**config.mk**
```make
export PLATFORM = sky130hd
export DESIGN_NAME = fetch_unit
export DESIGN_NICKNAME = d
export VERILOG_FILES = /design/src/rtl/fetch_unit.sv
export SDC_FILE = /design/constraint.sdc
export NUM_CORES = 1
export LEC_CHECK = 0
export CAP_MARGIN = 30
export CORE_MARGIN = 1
export CORE_UTILIZATION = 35
export CTS_CLUSTER_SIZE = 28
export DETAILED_ROUTE_END_ITERATION = 16
export DONT_BUFFER_PORTS = 1
export PLACE_DENSITY = 0.49
export SLEW_MARGIN = 10
export SYNTH_ARGS = -nofsm -noshare
export SYNTH_HDL_FRONTEND = slang
export SYNTH_SLANG_ARGS = --single-unit
export TNS_END_PERCENT = 30
```
**constraint.sdc**
```tcl
create_clock -name clock -period 2.9 [get_ports clock]
set_clock_uncertainty 0.05 [all_clocks]
set_input_delay 0.435 -clock clock [delete_from_list [all_inputs] [get_ports clock]]
set_output_delay 0.435 -clock clock [all_outputs]
set_load 0.05 [all_outputs]
```
**src/rtl/fetch_unit.sv**
```systemverilog
// fetch_unit: instruction-fetch stage; owns the PC, drives sync imem,
// issues instr/pc/valid to IF/ID, honours stall and WB redirect.
//
// Ports:
//   clock, reset      rising-edge clock, sync active-high reset
//   stall             hold request from ID
//   redirect          taken branch/jump from WB
//   redirect_pc       target of the redirect
//   imem_addr         combinational read address (low ADDR_W PC bits)
//   imem_data         imem read data, one cycle after imem_addr
//   instr_out, pc_out registered instruction and its PC
//   valid_out         instr_out/pc_out are correct-path
//   fetch_count       number of valid instructions issued
//   bubble_count      number of bubbles issued since reset
module fetch_unit #(
  parameter int          ADDR_W   = 8,
  parameter logic [31:0] RESET_PC = 32'd0
) (
  input  logic              clock,
  input  logic              reset,
  input  logic              stall,
  input  logic              redirect,
  input  logic [31:0]       redirect_pc,
  output logic [ADDR_W-1:0] imem_addr,
  input  logic [31:0]       imem_data,
  output logic [31:0]       instr_out,
  output logic [31:0]       pc_out,
  output logic              valid_out,
  output logic [31:0]       fetch_count,
  output logic [31:0]       bubble_count
);

  logic [31:0] pc;
  logic [31:0] pc_q;
  logic        fvld_q;

  // While stalled, re-read the in-flight address so imem_data keeps
  // returning mem[pc_q] until the held instruction can be consumed.
  assign imem_addr = stall ? pc_q[ADDR_W-1:0] : pc[ADDR_W-1:0];

  always_ff @(posedge clock) begin
    if (reset) begin
      pc           <= RESET_PC;
      pc_q         <= 32'd0;
      fvld_q       <= 1'b0;
      instr_out    <= 32'd0;
      pc_out       <= 32'd0;
      valid_out    <= 1'b0;
      fetch_count  <= 32'd0;
      bubble_count <= 32'd0;
    end else if (redirect) begin
      // Data returning now and next cycle is wrong-path; a stall
      // asserted alongside is moot since that output is dropped.
      pc           <= redirect_pc;
      pc_q         <= pc;
      fvld_q       <= 1'b0;
      valid_out    <= 1'b0;
      bubble_count <= bubble_count + 32'd1;
    end else if (!stall) begin
      pc           <= pc + 32'd1;
      pc_q         <= pc;
      fvld_q       <= 1'b1;
      instr_out    <= imem_data;
      pc_out       <= pc_q;
      valid_out    <= fvld_q;
      fetch_count  <= fetch_count + {31'd0, fvld_q};
      bubble_count <= bubble_count + {31'd0, ~fvld_q};
    end
  end

endmodule

```
### Word level (Yosys, flattened, before mapping)

Cells that the tools add are included.

* add/sub/neg operators: 4
* equality and inequality tests: 1
* mux-type cells: 7
* bitwise logic cells: 3
* reductions and logical operators: 2

Operators by type and width (number)
* $mux 32: 6
* $add 32x1->32: 2
* $add 32x1->32 const B: 2
* $mux 8: 1
* $not 1->1: 3
* $ne 2x1->1 const B: 1
* $reduce_and 2->1: 1
* $reduce_or 2->1: 1

* bits in registers: 194
* output and inout bits: 137
* word-level logic and storage cells: 25

### Depth between registers and ports, before layout

* depth after elaboration: 4
* gate-level depth with buffers: 12
* mapped depth without buffers: 8

### Worst setup path after synthesis

No wires, ideal clock.

* path type: input -> register
* start: input port redirect
* end: register bubble_count[14]
* arrival: 2628 ps
* setup slack: 151 ps
* cell stages on the path: 12
* buffers on the path: 4
* cell sequence: clkbuf_1 inv_2 clkbuf_1 nand2_1 ha_1 ha_1 and3_1 nand4_1 clkbuf_1 clkbuf_1 o21ai_0 a21oi_1

* cells in the longest elaborated chain, start to end: 1
* elaborated cells on any way between the ends: 2
* classes of those cells: 1 x eq/ne; 1 x mux

RTL lines
* from (decl): RTL line 22 `input logic redirect,`
* $ne 2x1->1 (no source line) / $mux 32 (equally long branches)
* to (signal assigned): RTL line 58 `bubble_count <= bubble_count + 32'd1;`
* to (signal assigned): RTL line 67 `bubble_count <= bubble_count + {31'd0, ~fvld_q};`
* to (decl): RTL line 30 `output logic [31:0] bubble_count`

Parallel ways exist; a longest one is shown, timed or not.
A chain may end at the register's enable or synchronous reset.

### Final worst setup path

* start: register pc[6]
* end: register pc[24]

* cells in the longest elaborated chain, start to end: 3

RTL lines
* from (decl): RTL line 33 `logic [31:0] pc;`
* from (signal assigned): RTL line 54 `pc <= redirect_pc;`
* from (signal assigned): RTL line 60 `pc <= pc + 32'd1;`
* $add 32x1->32: RTL line 60
* $mux 32: RTL line 59 `end else if (!stall) begin`
* $mux 32: RTL line 51 `end else if (redirect) begin`

No other way between the ends. The select of a mux whose other input is x is not followed.

==> metrics.md <==
| Metric | Value |
|---|---|
| Clock Sinks | 194 |
| WL/cell | 17.6 um |
| Reg2Reg Setup Slack | 0.55 ns |
| Post-Syn Area | 8550 sq um |
| Critical Path AT | 2.65 ns |
| Crit path top cell by count | or4_1 |
| Register area | 3880 sq um |
| Max Freq | 426 MHz |
| Worst hold stages | 1 |
| Startpoint Class | register |
| Period utilization | 81.0% |
| Vias in the first global route | 7090 |
| Setup Buffers After CTS | 0 |
| Synth Area in Simple Gates | 28.5% |
| Dpl cell area | 9090 sq um |
| Mapped Cells | 1068 |
| Status | finished, final reports clean |
| Mean post-synth cell area | 8.01 sq um |
| Tot Pwr | 0.00569 W |
| Yosys reg bits | 194 |
| Dpl hpwl | 16400 um |
| Worst IR Drop VDD | 0.296 mV |
| Port Buf Inserts | 0 |
| Total track usage | 19.8% |
| Critical path type | reg -> reg |
| FILL cells | 2479 |
| Initial drt markers | 436 |
| Clock-pin slew on the worst setup and hold paths | 0.08 ns |
| Critical path, cell by cell | nand3_2 -> or4_1 -> or4_1 -> a311oi_1 |
| Worst-path maximum fanout | 12 |
| Crit-path max cell delay | 0.73 ns |
| Worst Hold Class | in -> reg |
| Multiplexer area fraction after synthesis | 1.68% |
| Slew headroom | 50.8% |
| Largest family of logic cells by synthesized area | simple AND/OR/NAND/NOR gates |
| Fin. max-slew vios | 0 |
| Num CTS Buffers | 17 |
| GR Util met1 | 25.9% |
| Hold_buf cts | 1 |
| Non-Filler Instances | 1398 |
| Worst-Skew Late Latency | 0.45 ns |
| Total die area | 25100 sq um |
| Busiest grt layer | met2 |
| I/O pins | 205 |
| Yosys warning total | 0 |
| Vias per cell | 5.40 |
| WHS | 0.0388 ns |
| First-pass GRT wire length | 38600 um |
| RSZ-0062 raised after global routing | false |
| Sequential area share after synthesis | 45.4% |
| Worst hold path startpoint | redirect |
| Critical path capture point type | register |
| Row cnt | 56 |
| Slew @ Worst Pin | 0.737 ns |
| CTS tree | yes |
| GR Util met3 | 6.48% |
| Commonest non-fill, non-tap cell in the layout | nand2_1 |
| Final GP Congestion | 0.798 |
| Grt total ovfl | 0 |
| Cts repair resizes | 0 |
| Antenna cells | 0 |
| Die height | 158 um |
| Total core area | 23800 sq um |
| Compound-gate portion of the synthesized area | 16.5% |
| Final nets | 1140 |
| Vias | 7556 |
| Post-layout min period | 2.35 ns |
| DRC | 0 |
| Antenna viol nets, final | 0 |
| Most frequent cells in the layout | nand2_1 (237), dfxtp_1 (194), a21oi_1 (145) |
| H-tree levels | 4 |
| Reg2Reg Depth | 4 |
| Endpoints failing hold | 0 |
| Post-synth ARST share | 0% |
| Adder-cell share of the synthesized area | 0.878% |
| Fraction of layout cells with a size suffix above 1 | 10.6% |
| Post-synth EDFFs | 0 |
| Largest net degree at the start of global routing | 168 |
| Placed cells | 1364 |
| Leak | 3.22 nW |
| Initial antenna violation count | 0 |
| Clk buf depth | 2 |
| Root Driver | clkbuf_16 |
| Final setup vio count | 0 |
| Max-Cap Viols | 0 |
| Top FF cell, synth | dfxtp_1 |
| Cell variety after synth | 56 |
| Worst reg2reg endpoint | pc[24] |
| Layout area overhead | 13.6% |
| Xor/xnor cell area share of the yosys netlist | 2.66% |
| Area occupied by multi-input gates | 4300 sq um |
| R2R Path Start | pc[6] |
| Net count after synthesis | 1142 |
| Drt pass-1 iters | 5 |
| PD cells | 586 nW/um^2 |
| Setup_tns | 0 ns |
| Grt met2 use | 30.8% |
| Initial core utilization | 36.0% |
| Slowest-stage cell, CP | or4_1 |
| Die Width | 158 um |
| Finished Cell Area | 9720 sq um |
| Hold endpoint | valid_out |
| Drt total wl | 24600 um |
| CP required | 3.20 ns |
-- worst max-delay path by stage --
stage          startpoint                to  slack, ns
2_1_floorplan    redirect  bubble_count[14]       0.15
3_5_place_dp        pc[6]            pc[31]       0.60
6_report            pc[6]            pc[24]       0.55
3_3_place_gp        stall   fetch_count[25]       0.62
4_1_cts             pc[6]            pc[24]       0.56
5_1_grt             pc[6]            pc[24]       0.42
-- synthesized netlist by cell type (4+ instances only) --
cell	instances	area share [%]
a21oi_1	145	8.5
mux2_2	11	1.4
a311oi_1	13	1.3
nand2_1	237	10
dfxtp_1	194	45
or2_2	5	0.37
nand2b_1	4	0.29
nand3_1	35	2.0
clkbuf_1	64	2.8
nand4_1	28	2.0
buf_1	8	0.35
nor2b_1	8	0.59
o21ai_0	21	1.2
xor2_1	16	1.6
ha_1	6	0.88
nor4_1	17	1.2
inv_1	15	0.66
nor2_1	50	2.2
a211oi_1	7	0.61
and2_1	4	0.29
and4_1	10	1.0
and3_1	14	1.0
xnor2_1	10	1.0
or4_1	38	3.3
or3_1	23	1.7
nor3_1	9	0.53
buf_2	7	0.41
o31ai_1	30	2.6
-- report_power, final --
group	internal (W)	switching, W
combinational	0.000115	0.000210
clock	0.00124	0.00119
sequential	0.00275	0.000193
-- registers in the layout (all words and copies together), names as in the netlist --
name	count
pc_out	32
instr_out	32
bubble_count	32
valid_out	1
fetch_count	32
pc_q	32
fvld_q	1
pc	32
-- final cells by class --
class,instances,area share (%)
Sequential cell,194,40.0
Clock inverter,14,1.74
Tap cell,319,4.11
Clock buffer,18,4.42
Inverter,16,0.618
Multi-Input combinational cell,778,44.3
Timing Repair Buffer,59,4.84
-- critical path: cells and delay by family, from the launching register on --
kind | cells | cell delay [ns]
and+or+nand+nor | 3 | 1.49
AOI/OAI and AO/OA | 1 | 0.26
DFF | 1 | 0.47
-- cell families after synthesis --
kind of cell / Yosys count
compound gates: 238
xor+xnor: 26
fa+ha+maj: 6
buf+inv: 96
flops: 194
mux: 13
simple gates: 495
-- routing by layer --
metal  vias to the layer above  wire length (um)  part of all wire [%]
li1                       3808                 -                     -
met1                      3518             11500                    47
met2                       207             10800                    44
met3                        23              1850                   7.5
met4                         0               403                   1.6
met5                         -                 0                     0
-- through the flow --
| stage | util (%) | setup slack (ns) |
|---|---|---|
| 2_1_floorplan | - | 0.151 |
| 3_3_place_gp | 38.2 | 0.623 |
| 3_5_place_dp | 38.3 | 0.599 |
| 4_1_cts | 40.9 | 0.556 |
| 5_1_grt | 40.9 | 0.416 |
| 6_report | 40.9 | 0.551 |
(Power assumes the default switching activity.)
